**config.mk**
```make
export PLATFORM = sky130hd
export DESIGN_NAME = tm_controller_flat
export DESIGN_NICKNAME = d
export VERILOG_FILES = /design/src/rtl/tm_pkg.sv /design/src/rtl/tm_controller_if.sv /design/src/rtl/tm_rule_table.sv /design/src/rtl/tm_controller.sv /design/src/flat_wrapper.sv
export SDC_FILE = /design/constraint.sdc
export NUM_CORES = 1
export LEC_CHECK = 0
export CAP_MARGIN = 15
export CORE_ASPECT_RATIO = 1.4
export CORE_MARGIN = 2
export CORE_UTILIZATION = 54
export CTS_BUF_LIST = sky130_fd_sc_hd__clkbuf_16
export CTS_CLUSTER_DIAMETER = 50
export DETAILED_ROUTE_END_ITERATION = 12
export PLACE_DENSITY = 0.8
export SLEW_MARGIN = 20
export SYNTH_ARGS = -nofsm -noshare
export SYNTH_HDL_FRONTEND = slang
export SYNTH_SLANG_ARGS = --single-unit
```
**constraint.sdc**
```tcl
create_clock -name clk -period 1.8 [get_ports clk]
set_clock_uncertainty 0.1 [all_clocks]
set_input_delay 0.36 -clock clk [delete_from_list [all_inputs] [get_ports clk]]
set_output_delay 0.36 -clock clk [all_outputs]
set_load 0.03 [all_outputs]
```
**src/rtl/tm_pkg.sv**
```systemverilog
// rtl/tm_pkg.sv - shared encodings, rule field positions and widths for the Turing machine controller
package tm_pkg;

    localparam int SYM_W   = 2;
    localparam int STATE_W = 2;
    localparam int HEAD_W  = 3;
    localparam int RULE_W  = 6;
    localparam int ADDR_W  = STATE_W + SYM_W;

    localparam int HALT_BIT = 5;
    localparam int DIR_BIT  = 4;
    localparam int WSYM_HI  = 3;
    localparam int WSYM_LO  = 2;
    localparam int NEXT_HI  = 1;
    localparam int NEXT_LO  = 0;

    localparam logic DIR_LEFT  = 1'b0;
    localparam logic DIR_RIGHT = 1'b1;

    localparam logic [RULE_W-1:0] RULE_HALT = 6'b100000;

    typedef enum logic [2:0] {
        S_IDLE  = 3'd0,
        S_READ  = 3'd1,
        S_WRITE = 3'd2,
        S_MOVE  = 3'd3,
        S_DONE  = 3'd4,
        S_FAULT = 3'd5
    } fsm_t;

    function automatic logic [ADDR_W-1:0] rule_addr(input logic [STATE_W-1:0] st,
                                                   input logic [SYM_W-1:0] sym);
        return {st, sym};
    endfunction

endpackage

```
**src/rtl/tm_controller_if.sv**
```systemverilog
// rtl/tm_controller_if.sv - tape access and rule-programming bus of the Turing machine controller
interface tm_controller_if
    import tm_pkg::*;
();
    logic [HEAD_W-1:0] head;
    logic              write_ena;
    logic [SYM_W-1:0]  write_data;
    logic [SYM_W-1:0]  read_data;
    logic              prog_we;
    logic [ADDR_W-1:0] prog_addr;
    logic [RULE_W-1:0] prog_data;

    modport master (
        output head, write_ena, write_data,
        input  read_data, prog_we, prog_addr, prog_data
    );

    modport slave (
        input  head, write_ena, write_data,
        output read_data, prog_we, prog_addr, prog_data
    );
endinterface

```
**src/rtl/tm_rule_table.sv**
```systemverilog
// rtl/tm_rule_table.sv - 16x6 rule register file, sync write, async read, resets to all-halt
module tm_rule_table
    import tm_pkg::*;
(
    input  logic              clk,
    input  logic              rst,
    input  logic              we,
    input  logic [ADDR_W-1:0] waddr,
    input  logic [RULE_W-1:0] wdata,
    input  logic [ADDR_W-1:0] raddr,
    output logic [RULE_W-1:0] rdata
);
    logic [RULE_W-1:0] mem [2**ADDR_W];

    always_ff @(posedge clk or negedge rst) begin
        if (!rst) begin
            for (int i = 0; i < 2**ADDR_W; i++) mem[i] <= RULE_HALT;
        end else if (we) begin
            mem[waddr] <= wdata;
        end
    end

    assign rdata = mem[raddr];
endmodule

```
**src/rtl/tm_controller.sv**
```systemverilog
// rtl/tm_controller.sv - Turing machine step FSM driving a 7-cell tape; optional step limit via TM_STEP_LIMIT_EN
module tm_controller
    import tm_pkg::*;
#(
    parameter int unsigned TAPE_LEN   = 7,
    parameter int unsigned START_HEAD = 0,
    parameter int unsigned MAX_STEPS  = 255
) (
    input  logic               clk,
    input  logic               rst,
    tm_controller_if.master    bus,
    input  logic               start,
    output logic [STATE_W-1:0] tm_state,
    output logic               busy,
    output logic               halted,
`ifdef TM_STEP_LIMIT_EN
    output logic               fault,
    output logic [7:0]         step_count
`else
    output logic               fault
`endif
);
    localparam logic [HEAD_W-1:0] HEAD_START = HEAD_W'(START_HEAD);
    localparam logic [HEAD_W-1:0] HEAD_LAST  = HEAD_W'(TAPE_LEN - 1);

    fsm_t               state_q, state_d;
    logic [HEAD_W-1:0]  head_q, head_d;
    logic [STATE_W-1:0] tm_q, tm_d;
    logic [RULE_W-1:0]  rule_q, rule_d;
    logic [RULE_W-1:0]  table_rdata;
    logic               table_we;

    assign table_we = bus.prog_we && !busy;

    tm_rule_table u_rule_table (
        .clk   (clk),
        .rst   (rst),
        .we    (table_we),
        .waddr (bus.prog_addr),
        .wdata (bus.prog_data),
        .raddr (rule_addr(tm_q, bus.read_data)),
        .rdata (table_rdata)
    );

`ifdef TM_STEP_LIMIT_EN
    logic [7:0] cnt_q, cnt_d, cnt_inc;
    assign cnt_inc    = (cnt_q == 8'hFF) ? cnt_q : cnt_q + 8'd1;
    assign step_count = cnt_q;
`endif

    always_ff @(posedge clk or negedge rst) begin
        if (!rst) begin
            state_q <= S_IDLE;
            head_q  <= HEAD_START;
            tm_q    <= '0;
            rule_q  <= RULE_HALT;
`ifdef TM_STEP_LIMIT_EN
            cnt_q   <= '0;
`endif
        end else begin
            state_q <= state_d;
            head_q  <= head_d;
            tm_q    <= tm_d;
            rule_q  <= rule_d;
`ifdef TM_STEP_LIMIT_EN
            cnt_q   <= cnt_d;
`endif
        end
    end

    always_comb begin
        state_d = state_q;
        head_d  = head_q;
        tm_d    = tm_q;
        rule_d  = rule_q;
`ifdef TM_STEP_LIMIT_EN
        cnt_d   = cnt_q;
`endif
        case (state_q)
            S_IDLE, S_DONE, S_FAULT: begin
                if (start) begin
                    head_d  = HEAD_START;
                    tm_d    = '0;
                    state_d = S_READ;
`ifdef TM_STEP_LIMIT_EN
                    cnt_d   = '0;
`endif
                end
            end
            S_READ:  begin
                rule_d  = table_rdata;
                state_d = S_WRITE;
            end
            S_WRITE: state_d = S_MOVE;
            S_MOVE: begin
                if (rule_q[HALT_BIT]) begin
                    state_d = S_DONE;
                end else if ((rule_q[DIR_BIT] == DIR_LEFT && head_q == '0) ||
                             (rule_q[DIR_BIT] == DIR_RIGHT && head_q == HEAD_LAST)) begin
                    state_d = S_FAULT;
                end else begin
                    head_d  = (rule_q[DIR_BIT] == DIR_RIGHT) ? head_q + 3'd1 : head_q - 3'd1;
                    tm_d    = rule_q[NEXT_HI:NEXT_LO];
                    state_d = S_READ;
`ifdef TM_STEP_LIMIT_EN
                    cnt_d   = cnt_inc;
                    // The step that reaches the limit still moves, but the run stops there.
                    if (cnt_inc >= 8'(MAX_STEPS)) state_d = S_FAULT;
`endif
                end
            end
            default: state_d = S_IDLE;
        endcase
    end

    // Tape strobes decode straight from state so an async reset drops them without a clock edge.
    assign bus.write_ena  = (state_q == S_WRITE);
    assign bus.write_data = (state_q == S_WRITE) ? rule_q[WSYM_HI:WSYM_LO] : '0;
    assign bus.head       = head_q;
    assign tm_state       = tm_q;
    assign busy           = (state_q == S_READ) || (state_q == S_WRITE) || (state_q == S_MOVE);
    assign halted         = (state_q == S_DONE);
    assign fault          = (state_q == S_FAULT);
endmodule

```
**src/flat_wrapper.sv**
```systemverilog
// flat-port wrapper written by rule: the top's interface ports become plain ports
module tm_controller_flat import tm_pkg::*;
#(
    parameter int unsigned TAPE_LEN   = 7,
    parameter int unsigned START_HEAD = 0,
    parameter int unsigned MAX_STEPS  = 255
)
  (clk, rst, start, tm_state, busy, halted, fault, bus_head, bus_write_ena, bus_write_data, bus_read_data, bus_prog_we, bus_prog_addr, bus_prog_data);
  tm_controller_if bus_i ();
  input  logic clk;
  input  logic rst;
  input  logic start;
  output logic [STATE_W-1:0] tm_state;
  output logic busy;
  output logic halted;
  output logic fault;
  output wire logic [$bits(bus_i.head)-1:0] bus_head;
  output wire logic [$bits(bus_i.write_ena)-1:0] bus_write_ena;
  output wire logic [$bits(bus_i.write_data)-1:0] bus_write_data;
  input wire logic [$bits(bus_i.read_data)-1:0] bus_read_data;
  input wire logic [$bits(bus_i.prog_we)-1:0] bus_prog_we;
  input wire logic [$bits(bus_i.prog_addr)-1:0] bus_prog_addr;
  input wire logic [$bits(bus_i.prog_data)-1:0] bus_prog_data;
  assign bus_head = bus_i.head;
  assign bus_write_ena = bus_i.write_ena;
  assign bus_write_data = bus_i.write_data;
  assign bus_i.read_data = bus_read_data;
  assign bus_i.prog_we = bus_prog_we;
  assign bus_i.prog_addr = bus_prog_addr;
  assign bus_i.prog_data = bus_prog_data;
  tm_controller #(.TAPE_LEN(TAPE_LEN), .START_HEAD(START_HEAD), .MAX_STEPS(MAX_STEPS)) u_core (.clk(clk), .rst(rst), .bus(bus_i), .start(start), .tm_state(tm_state), .busy(busy), .halted(halted), .fault(fault));
endmodule
```
==> out/qor.csv, run 1 <==
stage;metric;value;unit
run_status;outcome;finished with violations;
run_status;failing checks;setup timing;
clocking;CTS Root Cell;clkbuf_16;
yosys;Yosys warning total;0;
yosys;Primary FF master, synth;dfrtp_1;
yosys;EDFF count, synth;0;
floorplan;chip width;88.09;um
yosys;syn nets;380;
sta;Final Max Tran Viols;0;
global_routing;GRT Total Usage;27.06;%
pwr;pwr/cell area;1431;nW/um2
critical_path;CP arrival;1.45;ns
critical_path;crit path cell chain;buf_6 > nor3b_4 > and2_4 > buf_6;
drt;Post-DRT Antenna Nets;0;
critical_path;Data required, critical path;1.34;ns
global_routing;grt ovf;0;
sta;Final setup viols;24;
drt;Final Routed Wirelength;14.41;mm
critical_path;Reg2Reg Depth;5;
yosys;largest area contributor in the netlist;dfrtp_1;
clocking;worst-skew pair later-pin latency;0.35;ns
place;pre-CTS setup slack;-0.4444;ns
critical_path;CP max stage delay;0.42;ns
layout;Antenna Cells;0;
critical_path;crit-path max FO;4;
yosys;syn_area_per_cell;14.72;um2
sta;Hold WS;0.4057;ns
layout;commonest non-fill, non-tap cell in the layout;dfrtp_1;
drt;DR iter-0 viols;261;
yosys;register area share after synthesis;51.90;%
global_routing;first-pass GRT wire length;20.87;mm
pwr;P_leak;3.129;nW
layout;most frequent cells in the layout;dfrtp_1 (93), mux2_4 (71), buf_4 (33), mux2_2 (28), mux4_2 (22);
floorplan;core box area;9792;um2
sta;RSZ-0062 raised after global routing;true;
place;DPL Wire Length;8.462;mm
worst_hold_path;Hold WC Path Type;reg2reg;
yosys;ys async rst share;100.0;%
drt;vias per inst;6.074;
drt;vias;3511;
sta;Final Hold Fails;0;
layout;fill count;582;
global_routing;vias in the first global route;3714;
worst_hold_path;Worst Hold Depth;1;
clocking;clk sinks;110;
clocking;CTS tree;built;
floorplan;Die H;121.7;um
layout;synthesis-to-finish area growth;31.44;%
floorplan;Initial Util;54.59;%
floorplan;die area;10720;um2
place;RD Place Congestion;0.8479;
sta;minimum clock period;1.913;ns
pwr;peak supply drop;0.0006088;V
yosys;Yosys cell types;42;
drt;routed length per instance;24.93;um
floorplan;I/O Pins;27;
yosys;FF+latch count, synth;110;
critical_path;slowest library cell on the worst path;dfrtp_1;
clocking;Clk pin slew, worst setup/hold paths;0.07;ns
sta;Slew HR;63.21;%
global_routing;initial antenna violation count;0;
clocking;cts bufs inserted;9;
clocking;Max clock buf depth;2;
critical_path;crit start category;flip-flop;
sta;setup ws final;-0.1133;ns
yosys;synthesized area;5345;um2
critical_path;most frequent CP cell;buf_6;
yosys;synth top area cells;dfrtp_1 (44%), mux2_2 (21%), mux4_2 (9.3%), dfstp_2 (8.4%), nor2_4 (1.9%);
global_routing;largest net degree at the start of global routing;41;
sta;Slew @ Worst Pin;0.5502;ns
sta;Achievable Freq;522.7;MHz
sta;Final Cycle Share;106.3;%
yosys;Synth Instances;363;
critical_path;crit end category;output port;
drt;Pre-antenna DRT Iters;4;
layout;Nets;455;
floorplan;Rows;43;
layout;layout cells sized above 1;55.76;%
place;input/output buffers;26;
yosys;post-synth top area share;43.54;%
clocking;Clock H-tree levels;3;
critical_path;CP Class;reg2out;
flow_run;max_cap viols;0;
drt;DRC violations left;0;
[cell usage after synthesis, types with 2 or more instances]
library cell	n
nor2_1	9
mux2i_1	10
buf_4	2
nor3_1	3
buf_6	2
o22ai_1	2
nand2b_1	11
a21oi_1	4
o221ai_1	2
dfrtp_1	93
nand2_1	12
mux4_2	22
clkbuf_1	9
nor2_4	9
inv_1	7
o211ai_1	7
dfstp_2	17
mux2_2	99
nand3b_1	3
buf_2	9
nor3_4	3
nand3_1	6
and2_1	2
nand4b_4	2
[stage by stage]
| step | setup TNS (ns) | util [%] | cell area [um2] | std cells | power [mW] |
|---|---|---|---|---|---|
| after floorplan | -0.2057 | - | 5389 | 363 | 6.350 |
| after global placement | -29.70 | 63.95 | 6262 | 550 | 7.284 |
| after detailed placement | -30.87 | 63.95 | 6262 | 550 | 7.456 |
| after CTS | -0.8284 | 68.96 | 6753 | 575 | 9.538 |
| after global routing | -2.795 | 71.75 | 7025 | 578 | 10.51 |
| final | -0.9322 | 71.75 | 7025 | 578 | 10.06 |
[logic make-up (layout without fill, tap and decap cells)]
logic type / count (synthesis) / after routing / share of synthesized area [%]
multiplexers: 131 / 131 / 32.00
buffers and inverters: 29 / 109 / 2.668
AND/OR/NAND/NOR: 69 / 69 / 9.738
AO/OA/AOI/OAI: 22 / 22 / 3.160
XOR/XNOR: 1 / 1 / 0.1639
adder cells (fa/ha/maj): 1 / 1 / 0.3745
flip-flops: 110 / 110 / 51.90
[layout make-up]
type                            count  area (um2)  share of cell area [%]
Clock buffer                        9       225.2                   3.206
Clock inverter                      7       27.53                  0.3918
Inverter                            7       26.28                  0.3740
Multi-Input combinational cell    224        2775                   39.50
Sequential cell                   110        2774                   39.48
Tap cell                          135       168.9                   2.404
Timing Repair Buffer               86        1028                   14.64
[repair_timing]
action	CTS	global route
gates resized for setup	36	70
pin swaps	10	16
hold buffers	1	0
buffers inserted	6	2
endpoints found under the hold margin	22	0
setup endpoints to repair	48	85
cloned	2	1
[power breakdown]
group	switching (mW)	total (mW)	internal (mW)
combinational	1.71	4.07	2.36
clock	0.853	1.76	0.907
sequential	0.660	4.22	3.56
[metal layers]
layer / global-route usage (%) / vias to the layer above / share of wire (%)
li1: - / 1480 / -
met1: 33.10 / 1860 / 39
met2: 43.18 / 124 / 51
met3: 7.114 / 47 / 5.0
met4: 15.44 / 0 / 5.6
met5: 0 / - / 0
[state kept, by name, indices dropped and copies added (netlist names)]
signal / flops
u_core.tm_state: 2
u_core.u_rule_table.mem: 96
u_core.rule_q: 6
u_core.bus.head: 3
u_core.state_q: 3
[final timing paths]
kind / to / slack [ns] / start
max in group asynchronous: u_core.u_rule_table.mem[0]$_DFFE_PN0P_ / 0.55 / rst
worst min register to register: u_core.u_rule_table.mem[67]$_DFFE_PN0P_ / 0.41 / u_core.u_rule_table.mem[67]$_DFFE_PN0P_
worst max register to register: u_core.u_rule_table.mem[21]$_DFFE_PN0P_ / -0.10 / u_core.state_q[1]$_DFFE_PN0P_
worst min-delay path: u_core.u_rule_table.mem[67]$_DFFE_PN0P_ / 0.41 / u_core.u_rule_table.mem[67]$_DFFE_PN0P_
worst max-delay path: bus_write_data[1] / -0.11 / u_core.state_q[2]$_DFFE_PN0P_
min in group asynchronous: u_core.u_rule_table.mem[10]$_DFFE_PN0P_ / 0.42 / rst
[worst max-delay path, delay by kind of cell (launching register included)]
family,cells,cell delay [ns]
simple gates,2,0.41
flops,1,0.42
buf+inv,2,0.27
Note: power is estimated with default switching activity, not from simulation.
==> inputs of run 2 (changes only) <==
MAX_ROUTING_LAYER = met4   (was unset)
==> run 2 against run 1 <==
Against the previous run: the run still ends with setup timing left; first-iteration DRC count shrank 11%; routed wire length shrank 0.40%; combinational power is essentially flat; critical endpoint is now bus_write_data[0]; final area is the same; count of clock-buffer cells in the layout is the same; largest power group unchanged.
==> out/qor.csv, run 2 (synthesized netlist as in run 1, its figures left out) <==
stage;metric;value;unit;change
run_status;outcome;finished with violations;;
run_status;failing checks;setup timing;;
critical_path;CP max stage delay;0.42;ns;about the same
layout;area taken by multi-input logic gates;2775;um2;unchanged
global_routing;vias in the first global route;3712;;-0.054%
critical_path;slowest library cell on the worst path;dfrtp_1;;
critical_path;Reg2Reg Depth;5;;unchanged
critical_path;Critical Path Sink;bus_write_data[0];;
sta;Slew HR;62.76;%;-0.45 points
layout;max reg flops;96;;unchanged
clocking;Clock H-tree levels;3;;unchanged
sta;Final Cycle Share;106.2;%;about the same
floorplan;I/O Pins;27;;unchanged
place;RD Place Congestion;0.8613;;+1.6%
pwr;pwr/cell area;1430;nW/um2;-0.11%
floorplan;Initial Util;54.59;%;unchanged
clocking;Max clock buf depth;2;;unchanged
global_routing;grt ovf;0;;unchanged
drt;Final Routed Wirelength;14.35;mm;-0.40%
sta;Achievable Freq;523.0;MHz;about the same
sta;setup ws final;-0.1122;ns;+0.001097 ns
drt;Pre-antenna DRT Iters;4;;unchanged
place;placed insts;550;;unchanged
sta;Final Max Tran Viols;0;;unchanged
drt;DRC violations left;0;;unchanged
global_routing;largest net degree at the start of global routing;41;;unchanged
sta;Hold WS;0.4070;ns;+0.001347 ns
critical_path;Crit Reg-Reg Endpoint;u_core.u_rule_table.mem[21]$_DFFE_PN0P_;;
critical_path;start point of the critical path;u_core.state_q[2]$_DFFE_PN0P_;;
critical_path;Critical R2R Launch;u_core.state_q[1]$_DFFE_PN0P_;;
critical_path;most frequent CP cell;buf_6;;
place;DPL Wire Length;8.462;mm;unchanged
clocking;Clk pin slew, worst setup/hold paths;0.07;ns;about the same
critical_path;CP arrival;1.45;ns;about the same
layout;commonest non-fill, non-tap cell in the layout;dfrtp_1;;
worst_hold_path;Hold WC Path Type;reg2reg;;
layout;final non-filler cell total;578;;unchanged
drt;Post-DRT Antenna Nets;0;;unchanged
pwr;total power;10.04;mW;-0.11%
flow_run;max_cap viols;0;;unchanged
layout;most frequent cells in the layout;dfrtp_1 (93), mux2_4 (71), buf_4 (33), mux2_2 (28), mux4_2 (22);;
critical_path;Reg2Reg Setup Slack;-0.11;ns;about the same
critical_path;crit start category;flip-flop;;
floorplan;chip width;88.09;um;unchanged
layout;fill count;582;;unchanged
clocking;CTS Root Cell;clkbuf_16;;
global_routing;GRT Total Usage;27.79;%;+0.73 points
layout;Top reg by flops;u_core.u_rule_table.mem;;
critical_path;CP Class;reg2out;;
floorplan;die area;10720;um2;unchanged
critical_path;crit path cell chain;buf_6 > nor3b_4 > and2_4 > buf_6;;
critical_path;Data required, critical path;1.34;ns;about the same
drt;vias;3495;;-0.46%
clocking;clk sinks;110;;unchanged
layout;Regs by FF count;u_core.u_rule_table.mem x96, u_core.rule_q x6;;
floorplan;core box area;9792;um2;unchanged
drt;routed length per instance;24.83;um;-0.40%
layout;Antenna Cells;0;;unchanged
pwr;peak supply drop;0.0006074;V;-0.22%
layout;layout cells sized above 1;55.76;%;unchanged
clocking;CTS tree;built;;
critical_path;crit-path max FO;4;;unchanged
sta;RSZ-0062 raised after global routing;true;;
floorplan;Rows;43;;unchanged
layout;synthesis-to-finish area growth;31.44;%;unchanged
clocking;cts bufs inserted;9;;unchanged
clocking;worst-skew pair later-pin latency;0.35;ns;about the same
place;input/output buffers;26;;unchanged
layout;FF/Latch Area;2774;um2;unchanged
global_routing;initial antenna violation count;0;;unchanged
sta;Slew @ Worst Pin;0.5569;ns;+0.006707 ns
floorplan;Die H;121.7;um;unchanged
drt;vias per inst;6.047;;-0.46%
global_routing;first-pass GRT wire length;20.85;mm;about the same
sta;Final setup viols;29;;+21%
layout;Nets;455;;unchanged
sta;Final Hold Fails;0;;unchanged
pwr;P_leak;3.129;nW;unchanged
drt;DR iter-0 viols;231;;-11%
sta;minimum clock period;1.912;ns;-0.001097 ns
critical_path;crit end category;output port;;
## run 2: report_power, final
part,switching [mW],internal (mW),total [mW]
clock,0.854,0.907,1.76
combinational,1.71,2.36,4.07
sequential,0.657,3.56,4.22
total,3.22,6.83,10.0
## run 2: repair_timing
item | 4_1_cts | 5_1_grt
setup buffers | 6 | 2
endpoints found under the setup margin | 48 | 85
cloned | 2 | 1
endpoints found under the hold margin | 22 | 0
pin swaps | 10 | 16
hold buffers | 1 | 0
resized for setup | 36 | 70
## run 2: through the flow
stage               setup WS (ns)  TNS (ns)  util, %  cell area, um2
floorplan                -0.03371   -0.2057        -            5389
global route              -0.1434    -2.798    71.75            7025
finish                    -0.1122    -1.020    71.75            7025
CTS                      -0.09488   -0.8284    68.96            6753
detailed placement        -0.4444    -30.87    63.95            6262
global placement          -0.4073    -29.70    63.95            6262
## run 2: how the worst min path moves through the flow
stage,startpoint,end,slack [ns],cells after the start
after floorplan,rst,u_core.bus.head[0]$_DFFE_PN0P_,-0.04,0
after global placement,rst,u_core.u_rule_table.mem[10]$_DFFE_PN0P_,0.27,1
after detailed placement,rst,u_core.bus.head[2]$_DFFE_PN0P_,0.27,1
after CTS,u_core.u_rule_table.mem[93]$_DFFE_PN0P_,u_core.u_rule_table.mem[93]$_DFFE_PN0P_,0.41,1
after global routing,u_core.u_rule_table.mem[1]$_DFFE_PN0P_,u_core.u_rule_table.mem[1]$_DFFE_PN0P_,0.42,1
final,u_core.u_rule_table.mem[67]$_DFFE_PN0P_,u_core.u_rule_table.mem[67]$_DFFE_PN0P_,0.41,1
## run 2: area by class of cell
class	instances	area share, %
Inverter	7	0.3740
Timing Repair Buffer	86	14.64
Tap cell	135	2.404
Multi-Input combinational cell	224	39.50
Sequential cell	110	39.48
Clock buffer	9	3.206
Clock inverter	7	0.3918
## run 2: critical path: cells and delay by family (launching register included)
kind	cells	cell delay (ns)
and+or+nand+nor	2	0.41
buffers and inverters	2	0.27
DFF	1	0.42
## run 2: per-layer routing
| metal | track usage (%) | share of wire [%] | vias up |
|---|---|---|---|
| met2 | 42.99 | 51 | 131 |
| met3 | 6.436 | 5.6 | 43 |
| li1 | - | - | 1482 |
| met5 | - | 0 | - |
| met1 | 33.29 | 38 | 1839 |
| met4 | 16.00 | 5.7 | 0 |
